===== config.mk =====
export PLATFORM = sky130hd
export DESIGN_NAME = id_ex_stage
export DESIGN_NICKNAME = d
export VERILOG_FILES = /design/src/rtl/id_ex_stage.sv
export SDC_FILE = /design/constraint.sdc
export NUM_CORES = 1
export LEC_CHECK = 0
export CAP_MARGIN = 20
export CORE_AREA = 2 2 120 122
export CTS_CLUSTER_SIZE = 16
export DETAILED_ROUTE_END_ITERATION = 10
export DIE_AREA = 0 0 122 124
export HOLD_SLACK_MARGIN = 0.12
export PLACE_DENSITY = 0.83
export RECOVER_POWER = 25
export SETUP_SLACK_MARGIN = 0.05
export SLEW_MARGIN = 15
export SYNTH_ARGS = -nofsm -noshare
export SYNTH_HDL_FRONTEND = slang
export SYNTH_SLANG_ARGS = --single-unit

===== constraint.sdc =====
create_clock -name clk -period 2 [get_ports clk]
set_input_delay 0.4 -clock clk [delete_from_list [all_inputs] [get_ports clk]]
set_output_delay 0.4 -clock clk [all_outputs]
set_load 0.05 [all_outputs]

===== src/rtl/id_ex_stage.sv =====
// id_ex_stage: ID/EX pipeline register feeding the ALU, with operand
// forwarding and a load-use hazard flag (optional macro FORWARDING_EN).
//
// Ports:
//   clk, reset          rising-edge clock, synchronous active-high reset
//   id_*                decoded instruction from the decode stage
//   stall, flush        hold contents / insert a bubble (flush wins)
//   exm_*, wb_*         destination and result of the EX/MEM, MEM/WB stages
//   A, B, ALU_Control   ALU operands and op code
//   store_data          forwarded rt value for stores
//   write_reg           destination register (rd if reg_dst else rt)
//   ex_*                registered valid and control bits
//   load_use_hazard     combinational stall request to the hazard unit
//
// FORWARDING_EN defined: EX/MEM then MEM/WB forwarding, load-use hazard.
// FORWARDING_EN undefined: raw register-file operands, any-RAW hazard.

module id_ex_stage #(
  parameter int DATA_W     = 32,
  parameter int REG_ADDR_W = 5,
  parameter int ALU_CTRL_W = 3
) (
  input  logic                  clk,
  input  logic                  reset,
  input  logic                  id_valid,
  input  logic [DATA_W-1:0]     id_rd1,
  input  logic [DATA_W-1:0]     id_rd2,
  input  logic [DATA_W-1:0]     id_imm,
  input  logic [REG_ADDR_W-1:0] id_rs,
  input  logic [REG_ADDR_W-1:0] id_rt,
  input  logic [REG_ADDR_W-1:0] id_rd,
  input  logic [ALU_CTRL_W-1:0] id_alu_ctrl,
  input  logic                  id_alu_src,
  input  logic                  id_reg_dst,
  input  logic                  id_reg_write,
  input  logic                  id_mem_read,
  input  logic                  id_mem_write,
  input  logic                  id_mem_to_reg,
  input  logic                  stall,
  input  logic                  flush,
  input  logic                  exm_reg_write,
  input  logic [REG_ADDR_W-1:0] exm_rd,
  input  logic [DATA_W-1:0]     exm_result,
  input  logic                  wb_reg_write,
  input  logic [REG_ADDR_W-1:0] wb_rd,
  input  logic [DATA_W-1:0]     wb_result,
  output logic [DATA_W-1:0]     A,
  output logic [DATA_W-1:0]     B,
  output logic [ALU_CTRL_W-1:0] ALU_Control,
  output logic [DATA_W-1:0]     store_data,
  output logic [REG_ADDR_W-1:0] write_reg,
  output logic                  ex_valid,
  output logic                  ex_reg_write,
  output logic                  ex_mem_read,
  output logic                  ex_mem_write,
  output logic                  ex_mem_to_reg,
  output logic                  load_use_hazard
);

  logic                  valid_q, valid_d;
  logic [DATA_W-1:0]     rd1_q, rd1_d;
  logic [DATA_W-1:0]     rd2_q, rd2_d;
  logic [DATA_W-1:0]     imm_q, imm_d;
  logic [REG_ADDR_W-1:0] rs_q, rs_d;
  logic [REG_ADDR_W-1:0] rt_q, rt_d;
  logic [REG_ADDR_W-1:0] rd_q, rd_d;
  logic [ALU_CTRL_W-1:0] ctrl_q, ctrl_d;
  logic                  src_q, src_d;
  logic                  dst_q, dst_d;
  logic                  rw_q, rw_d;
  logic                  mr_q, mr_d;
  logic                  mw_q, mw_d;
  logic                  m2r_q, m2r_d;

  always_comb begin
    valid_d = valid_q;
    rd1_d   = rd1_q;
    rd2_d   = rd2_q;
    imm_d   = imm_q;
    rs_d    = rs_q;
    rt_d    = rt_q;
    rd_d    = rd_q;
    ctrl_d  = ctrl_q;
    src_d   = src_q;
    dst_d   = dst_q;
    rw_d    = rw_q;
    mr_d    = mr_q;
    mw_d    = mw_q;
    m2r_d   = m2r_q;
    if (flush) begin
      valid_d = 1'b0;
      rd1_d   = '0;
      rd2_d   = '0;
      imm_d   = '0;
      rs_d    = '0;
      rt_d    = '0;
      rd_d    = '0;
      ctrl_d  = '0;
      src_d   = 1'b0;
      dst_d   = 1'b0;
      rw_d    = 1'b0;
      mr_d    = 1'b0;
      mw_d    = 1'b0;
      m2r_d   = 1'b0;
    end else if (!stall) begin
      valid_d = id_valid;
      rd1_d   = id_rd1;
      rd2_d   = id_rd2;
      imm_d   = id_imm;
      rs_d    = id_rs;
      rt_d    = id_rt;
      rd_d    = id_rd;
      ctrl_d  = id_alu_ctrl;
      // An invalid decode slot enters as a bubble.
      src_d   = id_valid & id_alu_src;
      dst_d   = id_valid & id_reg_dst;
      rw_d    = id_valid & id_reg_write;
      mr_d    = id_valid & id_mem_read;
      mw_d    = id_valid & id_mem_write;
      m2r_d   = id_valid & id_mem_to_reg;
    end
  end

  always_ff @(posedge clk) begin
    if (reset) begin
      valid_q <= 1'b0;
      rd1_q   <= '0;
      rd2_q   <= '0;
      imm_q   <= '0;
      rs_q    <= '0;
      rt_q    <= '0;
      rd_q    <= '0;
      ctrl_q  <= '0;
      src_q   <= 1'b0;
      dst_q   <= 1'b0;
      rw_q    <= 1'b0;
      mr_q    <= 1'b0;
      mw_q    <= 1'b0;
      m2r_q   <= 1'b0;
    end else begin
      valid_q <= valid_d;
      rd1_q   <= rd1_d;
      rd2_q   <= rd2_d;
      imm_q   <= imm_d;
      rs_q    <= rs_d;
      rt_q    <= rt_d;
      rd_q    <= rd_d;
      ctrl_q  <= ctrl_d;
      src_q   <= src_d;
      dst_q   <= dst_d;
      rw_q    <= rw_d;
      mr_q    <= mr_d;
      mw_q    <= mw_d;
      m2r_q   <= m2r_d;
    end
  end

  logic [DATA_W-1:0] a_fwd;
  logic [DATA_W-1:0] rt_fwd;

  assign write_reg = dst_q ? rd_q : rt_q;

`ifdef FORWARDING_EN
  logic exm_a, exm_b, wb_a, wb_b;

  // r0 is hard-wired to zero, so a write to it never forwards.
  assign exm_a = exm_reg_write & (exm_rd != '0) & (exm_rd == rs_q);
  assign exm_b = exm_reg_write & (exm_rd != '0) & (exm_rd == rt_q);
  assign wb_a  = wb_reg_write & (wb_rd != '0) & (wb_rd == rs_q);
  assign wb_b  = wb_reg_write & (wb_rd != '0) & (wb_rd == rt_q);

  // EX/MEM holds the younger value, so it beats MEM/WB.
  assign a_fwd  = exm_a ? exm_result : (wb_a ? wb_result : rd1_q);
  assign rt_fwd = exm_b ? exm_result : (wb_b ? wb_result : rd2_q);

  assign load_use_hazard = valid_q & mr_q & id_valid & (rt_q != '0)
                         & ((rt_q == id_rs) | (rt_q == id_rt));
`else
  logic unused_fwd;

  assign unused_fwd = ^{exm_reg_write, exm_rd, exm_result,
                        wb_reg_write, wb_rd, wb_result, rs_q};

  assign a_fwd  = rd1_q;
  assign rt_fwd = rd2_q;

  // Without forwarding every RAW on a pending write must stall.
  assign load_use_hazard = valid_q & rw_q & id_valid
                         & (write_reg != '0)
                         & ((write_reg == id_rs) | (write_reg == id_rt));
`endif

  assign A             = a_fwd;
  assign B             = src_q ? imm_q : rt_fwd;
  assign store_data    = rt_fwd;
  assign ALU_Control   = ctrl_q;
  assign ex_valid      = valid_q;
  assign ex_reg_write  = rw_q;
  assign ex_mem_read   = mr_q;
  assign ex_mem_write  = mw_q;
  assign ex_mem_to_reg = m2r_q;

endmodule


==> run metrics <==
Final Critical Period=2.37 ns; Pwr Total=6.55 mW; Synth Net Count=around 640; CP endpoint=load_use_hazard; post-synthesis sequential area ratio=about half; total track usage=roughly 18%; share of Yosys cell area claimed by the top area cell type=between 50 and 60%; crit path max fanout=5; # IOs=approximately 310; CTS H-tree lvls=4; Final GP Congestion=about 0.79; Post-Route Skew=0 ns; post-place setup slack=-0.0759 ns; failing checks=negative setup slack; Post-Syn Area=about 0.0046 sq mm; Hold WC Path Type=flop to flop; reg2reg end=src_q$_SDFFE_PP0N_; startpoint types=flop; Peak VDD IR=0.558 mV; DRT antenna net count=0; Worst Tran Pin Value=1.21 ns; Worst Path Class, Setup=flop to output port; met2 wire length=7690 um; via-per-instance ratio=about 4.6; antenna violations before repair=0; setup ws final=-0.369 ns; drt first pass iters=4; CP required=1.60 ns; WP data arrival=a little under 2 ns; Detail Route met3 WL=around 860 um; commonest cells in the netlist=nor2_1 (118), dfxtp_1 (116), mux2i_1 (110); ratio of cells with drive above 1 in the final layout=slightly above 20%; Die Y=between 100 and 150 um; die area=about 0.015 sq mm; global-route wire length before repair=around 21000 um; Max clock buf depth=2; commonest register cell after synthesis=dfxtp_1; FFs w/ async S/R, synth=0%; Slew Viols, Final=0; Clk pin slew, worst setup/hold paths=~0.06 ns; placed insts=840; worst setup path start=dst_q$_SDFFE_PP0N_; final-stage net count=888; final setup violation count=2; hold path cells=2; Syn. warnings=0; wire length on met1=between 5000 and 6000 um; status=finished with violations; half-perimeter wire length after placement=9330 um; Area after DPL=around 0.0072 sq mm; RSZ-0062 raised after global routing=true; Post-Layout Inst Area=roughly 0.008 sq mm; global route total overflow=0; RR Startpoint=src_q$_SDFFE_PP0N_; Seq cells post-synth=~120; R2R cell count=2; R2R setup slack=around 1.2 ns; Port Buf Inserts=roughly 230; clock latency on the worst-skew pair=about 0.4 ns; final wirelength=around 14000 um; TritonCTS Buffers=17; fin crit share=118%; LEAKAGE=around 3.8 nW; CTS Sinks=116; Netlist cell types=21; fmax=0.422 GHz; number of max-cap violations=0; pwr dens=797 mW/mm^2; final hold violations=0; Root Buffer=clkbuf_16; Syn-to-layout area delta=77.2%; dominant cells by area after synthesis=dfxtp_1 (50%), mux2i_1 (24%), nor2_1 (9.6%), mux2_2 (8.0%), buf_2 (1.7%); Final Hold Slack=around 0.49 ns; FP Rows=43; Post-synth EDFFs=0; initial DRC count=approximately 120; Core Util, Final=59.9%; type of element capturing the critical path=output port; Synth area leader=dfxtp_1; Finished Layout Cells=880; Die X=between 100 and 150 um; core area=0.0137 sq mm; Highest Signal Layer=met4; setup_tns=-0.386 ns; via count=approximately 4100; DRC=0; initial core utilization=around a third; TritonCTS clock tree=yes; top-count cell post-synth=nor2_1; relative slew slack=between 10% and 20%; largest net degree at the start of global routing=between 60 and 70; filler cell count=around 1100; Post-Syn Area per Cell=10.5 sq um; WL/cell=~16 um; number of inserted diodes=0; vias in the first global route=around 4300; synthesized instance count=441
[worst min-delay path by stage]
stage,from,endpoint,slack [ns]
2_1_floorplan,imm_q[0]$_SDFFE_PP0N_,imm_q[0]$_SDFFE_PP0N_,0.46
3_3_place_gp,imm_q[8]$_SDFFE_PP0N_,imm_q[8]$_SDFFE_PP0N_,0.47
3_5_place_dp,imm_q[16]$_SDFFE_PP0N_,imm_q[16]$_SDFFE_PP0N_,0.48
4_1_cts,stall,imm_q[14]$_SDFFE_PP0N_,0.49
5_1_grt,stall,store_data[13]$_SDFFE_PP0N_,0.51
6_report,ALU_Control[0]$_SDFFE_PP0N_,ALU_Control[0]$_SDFFE_PP0N_,0.49
[per-layer routing]
layer	up-vias	global-route usage, %
met4	0	6.75
met1	1954	18.6
li1	1983	-
met5	-	0
met3	17	6.27
met2	135	33.9
[report_power, final]
part | internal, mW | switching [mW] | leakage (nW)
Combinational | 0.514 | 0.530 | 2.57
Clock | 2.02 | 1.06 | 0.291
Sequential | 2.39 | 0.0469 | 0.946
Total | 4.92 | 1.63 | 3.81
[cells by family (layout without fill, tap and decap cells)]
kind of cell	count (synthesis)	in the layout	share of synthesized area, %
XOR/XNOR	10	10	1.89
flip-flops	116	116	50.1
AND/OR/NAND/NOR	125	125	10.5
buffers and inverters	35	294	3.43
AO/OA/AOI/OAI	9	9	1.46
multiplexers	146	146	32.7
[placed cells by master, fill, tap and decap left out]
cell type	instances
dfxtp_2	1
a22oi_1	6
nor2b_1	1
bufinv_16	3
dfxtp_4	1
clkbuf_2	2
nand3_1	3
clkbuf_16	17
clkdlybuf4s50_1	122
a21oi_4	1
or2_0	1
nor2_1	118
buf_12	6
nor3_1	1
dlygate4sd3_1	1
clkinvlp_4	4
a21oi_1	1
buf_4	17
nor3_2	1
clkinv_4	2
a31o_2	1
xnor2_1	8
inv_2	3
dlygate4sd2_1	69
buf_16	3
clkbuf_8	2
clkinv_2	4
mux2i_4	3
dfxtp_1	114
buf_8	32
xor2_1	2
dlymetal6s2s_1	1
buf_6	5
mux2_4	33
inv_1	1
mux2i_1	110
[area by class of cell]
cell class	count	area [sq um]	share of cell area [%]
inverters	4	15.0	0.183
multi-input cells	290	2310	28.1
repair buffers	258	2730	33.2
well taps	180	225	2.74
clock buffers	19	453	5.51
flip-flops and latches	116	2330	28.3
clock inverters	13	158	1.92
[critical path, cell delays in order (launching register included)]
cell	delay, ns
dfxtp_2	0.35
buf_12	0.14
mux2i_4	0.29
xnor2_1	0.09
nor3_1	0.20
nand3_1	0.15
a21oi_4	0.20
buf_12	0.15
[timing repair]
item | in CTS | in global routing
pin swaps | 3 | 2
hold buffers | 0 | 0
buffers inserted | 3 | 2
endpoints found under the hold margin | 0 | 0
cloned | 3 | 0
endpoints found under the setup margin | 104 | 36
resized for setup | 149 | 29
Power figures use the tool's default switching activity.
